--- config.mk ---
export PLATFORM = sky130hd
export DESIGN_NAME = apple_gen_flat
export DESIGN_NICKNAME = d
export VERILOG_FILES = /design/src/rtl/apple_gen_if.sv /design/src/rtl/apple_gen.sv /design/src/flat_wrapper.sv
export SDC_FILE = /design/constraint.sdc
export NUM_CORES = 1
export LEC_CHECK = 0
export CORE_MARGIN = 3
export CORE_UTILIZATION = 45
export DETAILED_ROUTE_END_ITERATION = 16
export PLACE_DENSITY = 0.78
export SLEW_MARGIN = 25
export SYNTH_ARGS = -nofsm -noshare
export SYNTH_HDL_FRONTEND = slang
export SYNTH_SLANG_ARGS = --single-unit
--- constraint.sdc ---
create_clock -name clk -period 2.9 [get_ports clk]
set_input_delay 0.58 -clock clk [delete_from_list [all_inputs] [get_ports clk]]
set_output_delay 0.58 -clock clk [all_outputs]
set_load 0.05 [all_outputs]
--- src/rtl/apple_gen_if.sv ---
// Apple generator bundle: refresh/restart requests and pixel
// position in, apple position, pixel flag, busy and score out.
interface apple_gen_if;
   logic        apple_refresh;
   logic [1:0]  game_status;
   logic [11:0] x_pos;
   logic [11:0] y_pos;
   logic [11:0] apple_x;
   logic [11:0] apple_y;
   logic        apple;
   logic        busy;
   logic [7:0]  apple_count;

   modport master (
      output apple_refresh,
      output game_status,
      output x_pos,
      output y_pos,
      input  apple_x,
      input  apple_y,
      input  apple,
      input  busy,
      input  apple_count
   );

   modport slave (
      input  apple_refresh,
      input  game_status,
      input  x_pos,
      input  y_pos,
      output apple_x,
      output apple_y,
      output apple,
      output busy,
      output apple_count
   );
endinterface

--- src/rtl/apple_gen.sv ---
// Apple placement responder: LFSR-drawn apple positions kept
// clear of the wall, pixel flag for the colour mux, eaten count.
module apple_gen #(
   parameter int          H_RES     = 1280,
   parameter int          V_RES     = 720,
   parameter int          WALL      = 30,
   parameter int          MARGIN    = 20,
   parameter int          SIZE      = 10,
   parameter int          INIT_X    = 400,
   parameter int          INIT_Y    = 200,
   parameter int          MAX_TRIES = 64,
   parameter logic [15:0] SEED      = 16'hACE1
) (
   input logic        clk,
   input logic        rst_n,
   apple_gen_if.slave ag
);

   localparam logic [11:0] XMIN = 12'(WALL + MARGIN);
   localparam logic [11:0] YMIN = 12'(WALL + MARGIN);
   localparam logic [11:0] XMAX = 12'(H_RES - WALL - MARGIN);
   localparam logic [11:0] YMAX = 12'(V_RES - WALL - MARGIN);
   localparam logic [11:0] IX   = 12'(INIT_X);
   localparam logic [11:0] IY   = 12'(INIT_Y);
   localparam logic [11:0] SZ   = 12'(SIZE);
   localparam logic [7:0]  LAST = 8'(MAX_TRIES - 1);

   typedef enum logic [1:0] {
      IDLE,
      DRAW,
      CHECK,
      COMMIT
   } state_t;

   state_t      state_q;
   logic [15:0] lfsr_q;
   logic [15:0] lfsr_d;
   logic [7:0]  tries_q;
   logic        refresh_q;
   logic [11:0] cand_x_q;
   logic [11:0] cand_y_q;
   logic [11:0] apple_x_q;
   logic [11:0] apple_y_q;
   logic        busy_q;
   logic [7:0]  count_q;

   logic req;
   logic restart;
   logic ok;
   logic at_min;
   logic [7:0] count_d;

   assign lfsr_d = {lfsr_q[14:0],
                    lfsr_q[15] ^ lfsr_q[13] ^ lfsr_q[12] ^ lfsr_q[10]};

   assign req     = ag.apple_refresh & ~refresh_q;
   assign restart = (ag.game_status == 2'b10);

   assign ok = (cand_x_q >= XMIN) && (cand_x_q <= XMAX) &&
               (cand_y_q >= YMIN) && (cand_y_q <= YMAX) &&
               !((cand_x_q == apple_x_q) && (cand_y_q == apple_y_q));

   assign at_min  = (apple_x_q == XMIN) && (apple_y_q == YMIN);
   assign count_d = (count_q == 8'hFF) ? count_q : count_q + 8'd1;

   always_ff @(posedge clk or negedge rst_n) begin
      if (!rst_n) begin
         state_q   <= IDLE;
         lfsr_q    <= SEED;
         tries_q   <= '0;
         refresh_q <= 1'b0;
         cand_x_q  <= '0;
         cand_y_q  <= '0;
         apple_x_q <= IX;
         apple_y_q <= IY;
         busy_q    <= 1'b0;
         count_q   <= '0;
      end else begin
         lfsr_q    <= lfsr_d;
         refresh_q <= ag.apple_refresh;
         if (restart) begin
            state_q   <= IDLE;
            tries_q   <= '0;
            apple_x_q <= IX;
            apple_y_q <= IY;
            busy_q    <= 1'b0;
            count_q   <= '0;
         end else begin
            unique case (state_q)
               IDLE: begin
                  if (req) begin
                     state_q <= DRAW;
                     busy_q  <= 1'b1;
                     tries_q <= '0;
                  end
               end
               DRAW: begin
                  cand_x_q <= {1'b0, lfsr_q[10:0]};
                  cand_y_q <= {2'b0, lfsr_q[15:11], lfsr_q[4:0]};
                  state_q  <= CHECK;
               end
               CHECK: begin
                  if (ok) begin
                     state_q <= COMMIT;
                  end else if (tries_q != LAST) begin
                     state_q <= DRAW;
                     tries_q <= tries_q + 8'd1;
                  end else begin
                     // give up: park in a corner not already holding the apple
                     state_q  <= COMMIT;
                     cand_x_q <= at_min ? XMAX : XMIN;
                     cand_y_q <= at_min ? YMAX : YMIN;
                  end
               end
               COMMIT: begin
                  apple_x_q <= cand_x_q;
                  apple_y_q <= cand_y_q;
                  count_q   <= count_d;
                  busy_q    <= 1'b0;
                  state_q   <= IDLE;
               end
               default: state_q <= IDLE;
            endcase
         end
      end
   end

   assign ag.apple = (ag.x_pos >= apple_x_q - SZ) &&
                     (ag.x_pos <= apple_x_q + SZ) &&
                     (ag.y_pos >= apple_y_q - SZ) &&
                     (ag.y_pos <= apple_y_q + SZ);

   assign ag.apple_x     = apple_x_q;
   assign ag.apple_y     = apple_y_q;
   assign ag.busy        = busy_q;
   assign ag.apple_count = count_q;

endmodule

--- src/flat_wrapper.sv ---
// flat-port wrapper written by rule: the top's interface ports become plain ports
module apple_gen_flat 
#(
   parameter int          H_RES     = 1280,
   parameter int          V_RES     = 720,
   parameter int          WALL      = 30,
   parameter int          MARGIN    = 20,
   parameter int          SIZE      = 10,
   parameter int          INIT_X    = 400,
   parameter int          INIT_Y    = 200,
   parameter int          MAX_TRIES = 64,
   parameter logic [15:0] SEED      = 16'hACE1
)
  (clk, rst_n, ag_apple_refresh, ag_game_status, ag_x_pos, ag_y_pos, ag_apple_x, ag_apple_y, ag_apple, ag_busy, ag_apple_count);
  apple_gen_if ag_i ();
  input logic clk;
  input logic rst_n;
  input wire logic [$bits(ag_i.apple_refresh)-1:0] ag_apple_refresh;
  input wire logic [$bits(ag_i.game_status)-1:0] ag_game_status;
  input wire logic [$bits(ag_i.x_pos)-1:0] ag_x_pos;
  input wire logic [$bits(ag_i.y_pos)-1:0] ag_y_pos;
  output wire logic [$bits(ag_i.apple_x)-1:0] ag_apple_x;
  output wire logic [$bits(ag_i.apple_y)-1:0] ag_apple_y;
  output wire logic [$bits(ag_i.apple)-1:0] ag_apple;
  output wire logic [$bits(ag_i.busy)-1:0] ag_busy;
  output wire logic [$bits(ag_i.apple_count)-1:0] ag_apple_count;
  assign ag_i.apple_refresh = ag_apple_refresh;
  assign ag_i.game_status = ag_game_status;
  assign ag_i.x_pos = ag_x_pos;
  assign ag_i.y_pos = ag_y_pos;
  assign ag_apple_x = ag_i.apple_x;
  assign ag_apple_y = ag_i.apple_y;
  assign ag_apple = ag_i.apple;
  assign ag_busy = ag_i.busy;
  assign ag_apple_count = ag_i.apple_count;
  apple_gen #(.H_RES(H_RES), .V_RES(V_RES), .WALL(WALL), .MARGIN(MARGIN), .SIZE(SIZE), .INIT_X(INIT_X), .INIT_Y(INIT_Y), .MAX_TRIES(MAX_TRIES), .SEED(SEED)) u_core (.clk(clk), .rst_n(rst_n), .ag(ag_i));
endmodule
Word-level counts from Yosys, hierarchy flattened

Cells that the tools add are included.

Add/sub/neg operators: 6
$lt $le $gt $ge: 8
Equality and inequality tests: 16
Multiplexer cells: 28
Bitwise operators: 6
Reductions and logical operators: 19

Operator list:

| operator                | number |
|---|---|
| $mux W12                | 8 |
| $mux W8                 | 7 |
| $pmux W12 S2            | 2 |
| $add A12 B4 Y12 const B | 2 |
| $eq A12 B12 Y1          | 2 |
| $eq A12 B6 Y1 const B   | 2 |
| $ge A12 B12 Y1          | 2 |
| $ge A12 B6 Y1 const B   | 2 |
| $le A12 B12 Y1          | 2 |
| $sub A12 B4 Y12 const B | 2 |
| $add A8 B1 Y8 const B   | 2 |
| $pmux W8 S2             | 1 |
| $le A12 B10 Y1 const B  | 1 |
| $le A12 B11 Y1 const B  | 1 |
| $mux W11                | 1 |
| $mux W10                | 1 |
| $logic_and A1 B1 Y1     | 9 |
| $eq A8 B8 Y1 const B    | 1 |
| $mux W2                 | 4 |
| $ne A8 B6 Y1 const B    | 1 |
| $pmux W2 S4             | 1 |
| $reduce_and A4 Y1       | 2 |
| $eq A2 B2 Y1 const B    | 3 |
| $ne A3 B1 Y1 const B    | 2 |
| other kinds (14)        | 22 |

Bits in registers: 84
Input port bits: 29
Word-level logic and storage cells: 93

Logic depth before layout (Yosys ltp)

Gate-level depths: netlist of the first run.

Word-level depth: 8
Gate-level depth with buffers: 14

Worst setup path before layout of the first run

OpenSTA, ideal clock, no wires.

Path type: reg2out
From: reg u_core.apple_y_q[2], in the netlist u_core.ag.apple_y[2]
To: out ag_apple
Arrival: 5.053 ns
Setup slack: -2.733 ns
Stages on the path, launching flop included: 12
Path buffers: 1
Cell sequence: dfrtp_1 clkbuf_1 inv_1 ha_1 nor2b_1 nor4_1 xnor2_1 ha_1 nand4_1 or3_1 a311o_1 a2111oi_0

Word-level cells in the longest chain between the ends: 4
Elaborated cells between the ends (all ways): 6
Classes of those cells: add/sub (2); order compare (2); reduce/logical (2)

RTL lines:

| element                 | RTL line           | source |
|---|---|---|
| start, declared         | apple_gen.sv:43    | `logic [11:0] apple_y_q;` |
| start signal, assigned  | apple_gen.sv:117   | `apple_y_q <= cand_y_q;` |
| $sub A12 B4 Y12         | apple_gen.sv:130   | `(ag.y_pos >= apple_y_q - SZ) &&` |
| $ge A12 B12 Y1          | apple_gen.sv:130   |  |
| $logic_and A1 B1 Y1     | apple_gen.sv:129   | `(ag.x_pos <= apple_x_q + SZ) &&` |
| $logic_and A1 B1 Y1 (*) | apple_gen.sv:130   |  |
| end, declared           | flat_wrapper.sv:24 | `output wire logic [$bits(ag_i.apple)-1:0] ag_apple;` |

Mark *: on every way between the ends. The rest lies on a longest branch, timed or not.

Final worst setup path of the first run

From: reg u_core.apple_y_q[1], in the netlist u_core.ag.apple_y[1]
To: out ag_apple

Same word-level chain as after synthesis.

==> results.py, run 1 <==
metrics = {
    "yosys": {
        "synthCells": 556,
        "ys_warn_count": 0,
        "syn_area_um2": 5110,
        "synth_common_cells": "dfrtp_1 (57), ha_1 (53), nor2_1 (37)",
        "ys_ff_latch": 71,
        "synth.top_cell.area_share_pct": 27.91,
        "synthFlopType": "dfrtp_1",
        "yosysTopAreaCell": "dfrtp_1",
        "synth_seq_area_share_pct": 35.11,
        "synth_cell_types": 54,
        "synth.most_common_cell": "dfrtp_1",
        "async_flop_share_pct": 100.0,
        "avgSynthCellArea_um2": 9.190,
        "synth-edff-count": 0,
        "synth_area_leaders": "dfrtp_1 (28%), ha_1 (13%), dfstp_2 (7.2%), xor2_1 (5.0%), xnor2_1 (3.8%)",
    },
    "global_route": {
        "grtUsageMet3_pct": 3.558,
        "antenna_found_initial": 0,
        "globalRoute.busiestLayer": "met2",
        "grt_pass1_wl_mm": 22.80,
        "use_met1_pct": 25.60,
        "grtUsageTotal_pct": 21.70,
        "grt_overflow": 0,
        "grt_util_met2_pct": 39.57,
        "grt_pass1_vias": 4899,
        "grt_max_degree": 32,
    },
    "clocking": {
        "htree_levels": 3,
        "clkSinkCount": 71,
        "cts_tree": "yes",
        "numCtsBuffers": 9,
        "clock_latency_ns": 0.33,
        "ctsRootBufferMaster": "clkbuf_16",
        "path_clk_slew_ns": 0.06,
        "cts_buffer_depth": 2,
    },
    "power_and_ir_drop": {
        "leakage_nw": 2.914,
        "p_sw_mw": 2.532,
        "combPwrFrac_pct": 55.9,
        "power_per_cell_area_nw_per_um2": 880.0,
        "pwr-share-clk_pct": 19.4,
        "internal-power_mw": 3.449,
        "swShare_pct": 42.33,
        "power_frac_seq_pct": 24.7,
        "ir_drop_mv": 0.5353,
    },
    "floorplanning": {
        "core_um2": 10980,
        "num_rows": 38,
        "ioPinCount": 63,
        "dieArea_um2": 12670,
        "initial_core_util_pct": 46.53,
        "die_h_um": 112.6,
        "die_x_um": 112.6,
    },
    "finish": {
        "fin_nets": 750,
        "syn_to_final_growth_pct": 33.01,
        "antenna_cells": 0,
        "final_area_um2": 6797,
        "postLayoutCoreUtil_pct": 61.88,
        "drive_gt1_share_pct": 22.73,
        "fin_cells": 813,
    },
    "routing": {
        "first_pass_iters": 4,
        "wl_per_cell_um": 16.75,
        "drtIter0Drc": 246,
        "ant_nets": 0,
        "drc_errors": 0,
        "wl_mm": 13.62,
        "num_vias": 4686,
        "via_per_inst": 5.764,
    },
    "sta": {
        "period_needed_ns": 3.617,
        "tns_ns": -0.7174,
        "drv_slew": 0,
        "max-slew-margin-rel_pct": 63.34,
        "period_share_pct": 124.7,
        "tightest_slew_ns": 0.5469,
        "clock_skew_ns": 0.004027,
        "rsz0062_at_grt": "true",
        "fmaxAchievable_mhz": 276.4,
        "setup_violations": 1,
        "hold_viol": 0,
        "timing.final.ws_setup_ns": -0.7174,
    },
    "worst_setup_path": {
        "path_cells": "buf_4 > a21oi_1 > nand3b_1 > xor2_1 > ha_1 > a211oi_1 > o21ai_1 > a221oi_2 > a21oi_2 > a2111oi_4 > clkbuf_16",
        "crit_type": "flop to output port",
        "slowest_stage": "dfrtp_4",
        "crit_fanout": 5,
        "worstPathArrival_ns": 3.04,
        "required_ns": 2.32,
        "worst-r2r-setup-slack_ns": 0.34,
        "start_kind": "flop",
        "max_stage_delay_ns": 0.51,
        "endpoint_kind": "output port",
    },
    "job": {
        "drv_cap": 0,
    },
    "place": {
        "dp_cells": 791,
        "io_buffers": 59,
        "dpl-instance-area_um2": 6326,
        "gp_routability_congestion": 0.8703,
        "post-dp-hpwl_mm": 10.26,
    },
    "outcome": {
        "status": "finished with violations",
        "violations": "negative setup slack",
    },
    "min_path": {
        "hold_class": "primary input to asynchronous set/reset pin",
    },
}
## through the flow
| step | hold WS [ns] | total power [mW] | setup WS, ns |
|---|---|---|---|
| floorplan | 0.2844 | 3.568 | -0.6352 |
| global placement | 0.3569 | 4.491 | -0.3564 |
| detailed placement | 0.3623 | 4.638 | -0.4418 |
| CTS | 0.1606 | 5.954 | -0.8089 |
| global route | 0.1634 | 6.393 | -0.8431 |
| finish | 0.1625 | 5.981 | -0.7174 |
## power groups by stage
stage | Combinational (mW) | Sequential [mW] | Clock (mW)
2_1_floorplan | 1.82 | 1.74 | 0
3_3_place_gp | 3.03 | 1.46 | 0
3_5_place_dp | 3.16 | 1.48 | 0
4_1_cts | 3.31 | 1.47 | 1.18
5_1_grt | 3.66 | 1.51 | 1.23
6_report | 3.34 | 1.48 | 1.16
## final cells by class
type	count	area, µm²
repair buffers	142	1224
flip-flops and latches	71	1804
fillers	895	4187
clock inverters	6	85.08
well taps	140	175.2
multi-input cells	426	3209
inverters	18	70.07
clock buffers	10	229.0
## logic make-up after synthesis
logic type | after synthesis | share of synthesized area [%]
multiplexers | 18 | 3.526
XOR/XNOR | 51 | 8.741
AO/OA/AOI/OAI | 120 | 15.57
adder cells (fa/ha/maj) | 53 | 12.98
buffers and inverters | 61 | 5.313
AND/OR/NAND/NOR | 181 | 18.68
flip-flops | 71 | 35.11
other | 1 | 0.07339
## timing repair
action                     4_1_cts  5_1_grt
gates resized for setup         18       12
hold buffers                     0        0
cloned                           0        0
pin swaps                       13        9
setup endpoints to repair        1        1
buffers inserted                 5        1
## final timing paths
kind | end | startpoint | depth (start not counted)
setup / recovery | ag_apple | u_core.ag.apple_y[1] | 11
hold / removal | u_core.ag.apple_count[4] | rst_n | 1
setup reg to reg | u_core.cand_y_q[9] | u_core.ag.apple_y[3] | 7
hold reg to reg | u_core.lfsr_q[7] | u_core.lfsr_q[6] | 0
max in group asynchronous | u_core.ag.apple_y[3] | rst_n | 2
min in group clk | u_core.lfsr_q[7] | u_core.lfsr_q[6] | 0
## registers in the layout (all words and copies together) (netlist names), 2 cells and up
| signal | flops |
|---|---|
| u_core.ag.apple_x | 8 |
| u_core.state_q | 2 |
| u_core.lfsr_q | 16 |
| u_core.ag.apple_y | 10 |
| u_core.ag.apple_count | 8 |
| u_core.cand_y_q | 10 |
| u_core.cand_x_q | 7 |
| u_core.tries_q | 8 |
## worst max-delay path, delay by kind of cell (launching register included)
kind                     cells  cell delay (ns)
flip-flops                   1             0.51
AO/OA/AOI/OAI                6             1.37
buffers and inverters        2             0.39
adder cells (fa/ha/maj)      1             0.20
XOR/XNOR                     1             0.07
AND/OR/NAND/NOR              1             0.15
## metal layers
| metal | share of wire (%) | vias to the layer above | routed length (µm) |
|---|---|---|---|
| li1 | - | 2235 | - |
| met1 | 40 | 2272 | 5508 |
| met2 | 52 | 145 | 7035 |
| met3 | 4.8 | 34 | 652 |
| met4 | 3.1 | 0 | 419 |
| met5 | 0 | - | 0 |
## placed cells by master, fill, tap and decap left out, types with 8 or more instances in the layout
cell type        count
buf_4               83
mux2i_1             18
a21o_1               8
nand3_1             18
xor2_1              29
o21ai_1              8
nand2b_1            16
clkbuf_16           10
nor2_1              36
or4_1                8
dfstp_2             14
xnor2_1             22
dfrtp_1             51
o21ai_0             20
a221o_1              8
clkdlybuf4s50_1     57
a21oi_1             27
inv_1               16
ha_1                50
nand2_1             35
nand4_1             12
No activity file was read; power rests on OpenSTA's default activity.
==> run 2, diff against run 1 <==
--- a/config.mk
+++ b/config.mk
@@ -6,9 +6,10 @@
 export NUM_CORES = 1
 export LEC_CHECK = 0
 export CORE_MARGIN = 3
-export CORE_UTILIZATION = 45
+export CORE_UTILIZATION = 50
 export DETAILED_ROUTE_END_ITERATION = 16
-export PLACE_DENSITY = 0.78
+export PLACE_DENSITY = 0.85
+export SETUP_SLACK_MARGIN = 0.05
 export SLEW_MARGIN = 25
 export SYNTH_ARGS = -nofsm -noshare
 export SYNTH_HDL_FRONTEND = slang
==> run 2 against run 1 <==
The flow still finishes with violations (negative setup slack); first-iteration DRC count rose by 15%; clock skew rose by 0.0095 ns; count of clock-buffer cells in the layout rose by 5; sequential share of layout area rose by 1.1 points; global-route usage rose by 1.8 points; via count fell by 0.47%; critical path type unchanged; critical endpoint unchanged; largest power group unchanged.
==> results.py, run 2 (synthesis results as in run 1) <==
metrics = {
    "outcome": {
        "status": "finished with violations",
        "violations": "negative setup slack",
    },
    "power_and_ir_drop": {
        "leakage_nw": 2.808,
        "ir_drop_mv": 0.5063,
        "power_per_cell_area_nw_per_um2": 834.6,
        "finalPower_mw": 5.452,
    },
    "sta": {
        "period_needed_ns": 3.635,
        "tightest_slew_ns": 0.5310,
        "clock_skew_ns": 0.01351,
        "setup_violations": 1,
        "max-slew-margin-rel_pct": 64.40,
        "fmaxAchievable_mhz": 275.1,
        "period_share_pct": 125.3,
        "hold_viol": 0,
        "rsz0062_at_grt": "true",
        "tns_ns": -0.7346,
        "timing.final.ws_setup_ns": -0.7346,
        "drv_slew": 0,
    },
    "place": {
        "post-dp-hpwl_mm": 9.842,
        "gp_routability_congestion": 0.8661,
        "io_buffers": 59,
        "dp_cells": 780,
        "dpl-instance-area_um2": 6300,
    },
    "worst_setup_path": {
        "critical_path_buf_inv_count": 2,
        "crit_fanout": 4,
        "crit_family": "compound AO/OA/AOI/OAI gates",
        "max_stage_delay_ns": 0.50,
        "crit_type": "flop to output port",
        "required_ns": 2.32,
        "start_kind": "flop",
        "worstPathArrival_ns": 3.05,
        "slowest_stage": "dfrtp_4",
        "path_cells": "inv_2 > ha_4 > nor2b_2 > nor3_2 > nand2_1 > xor2_1 > ha_1 > o21a_1 > o21ai_0 > nand2b_1 > a21oi_1 > a311o_1 > a2111oi_4 > buf_12",
        "endpoint_kind": "output port",
    },
    "routing": {
        "wl_mm": 13.12,
        "drc_errors": 0,
        "num_vias": 4664,
        "via_per_inst": 5.845,
        "first_pass_iters": 5,
        "drtIter0Drc": 283,
        "wl_per_cell_um": 16.44,
        "ant_nets": 0,
    },
    "global_route": {
        "antenna_found_initial": 0,
        "grt_max_degree": 72,
        "grt_pass1_wl_mm": 21.81,
        "grt_pass1_vias": 4762,
        "grtUsageTotal_pct": 23.46,
        "grt_overflow": 0,
    },
    "clocking": {
        "cts_tree": "yes",
        "ctsRootBufferMaster": "clkbuf_8",
        "cts_buffer_depth": 2,
        "numCtsBuffers": 9,
        "hold_buffers": 0,
        "clkSinkCount": 71,
        "clock_latency_ns": 0.35,
        "htree_levels": 3,
        "path_clk_slew_ns": 0.08,
    },
    "floorplanning": {
        "die_x_um": 107.1,
        "ioPinCount": 63,
        "core_um2": 9864,
        "die_h_um": 107.1,
        "dieArea_um2": 11470,
        "num_rows": 36,
        "initial_core_util_pct": 51.80,
    },
    "finish": {
        "antenna_cells": 0,
        "fin_nets": 742,
        "fin_cells": 798,
        "final_area_um2": 6533,
        "top_register": "u_core.lfsr_q",
        "syn_to_final_growth_pct": 27.84,
        "mostFrequentLayoutCells": "buf_4 (74), clkdlybuf4s50_1 (57), ha_1 (51), dfrtp_1 (51)",
        "mostFrequentLayoutCell": "buf_4",
        "largest_register_ffs": 16,
        "drive_gt1_share_pct": 19.55,
    },
    "min_path": {
        "hold_class": "primary input to asynchronous set/reset pin",
    },
    "job": {
        "drv_cap": 0,
    },
}
-- run 2: per-layer routing --
| metal | track usage [%] | share of wire (%) | vias up |
|---|---|---|---|
| li1 | - | - | 2216 |
| met3 | 3.070 | 4.9 | 41 |
| met1 | 27.60 | 40 | 2246 |
| met2 | 42.45 | 51 | 161 |
| met5 | 0 | 0 | - |
| met4 | 10.23 | 3.6 | 0 |
-- run 2: timing repair --
item | 4_1_cts | 5_1_grt
buffers inserted | 2 | 0
pin swaps | 2 | 0
setup endpoints to repair | 1 | 1
gates resized for setup | 8 | 1
gates cloned | 0 | 0
-- run 2: power breakdown --
part           leakage, nW  total, mW  internal [mW]  switching, mW
Sequential           0.908       1.46           1.21          0.246
Clock               0.0919      0.769          0.423          0.346
Combinational         1.81       3.23           1.41           1.82
Total                 2.81       5.45           3.04           2.41
-- run 2: worst paths after layout --
check,start,endpoint,slack (ns),cells after the start
hold reg to reg,u_core.lfsr_q[6],u_core.lfsr_q[7],0.37,0
min in group clk,u_core.lfsr_q[6],u_core.lfsr_q[7],0.37,0
setup / recovery,u_core.ag.apple_y[1],ag_apple,-0.73,14
hold / removal,rst_n,u_core.ag.apple_count[4],0.24,2
setup reg to reg,u_core.tries_q[1],u_core.cand_y_q[2],0.35,7
max in group asynchronous,rst_n,u_core.lfsr_q[10],2.33,2
-- run 2: cell type report --
cell class,count,area [µm²]
well taps,133,166.4
clock buffers,15,156.4
fillers,769,3332
multi-input cells,426,3137
clock inverters,1,30.03
repair buffers,134,1171
flip-flops and latches,71,1804
inverters,18,67.56
-- run 2: per-stage QoR --
step	hold slack, ns	utilization (%)	setup WS (ns)
finish	0.2375	66.22	-0.7346
CTS	0.2524	66.17	-0.7242
global route	0.2465	66.22	-0.9114
detailed placement	0.3584	63.86	-0.4100
floorplan	0.2844	-	-0.6352
global placement	0.3578	63.86	-0.3854
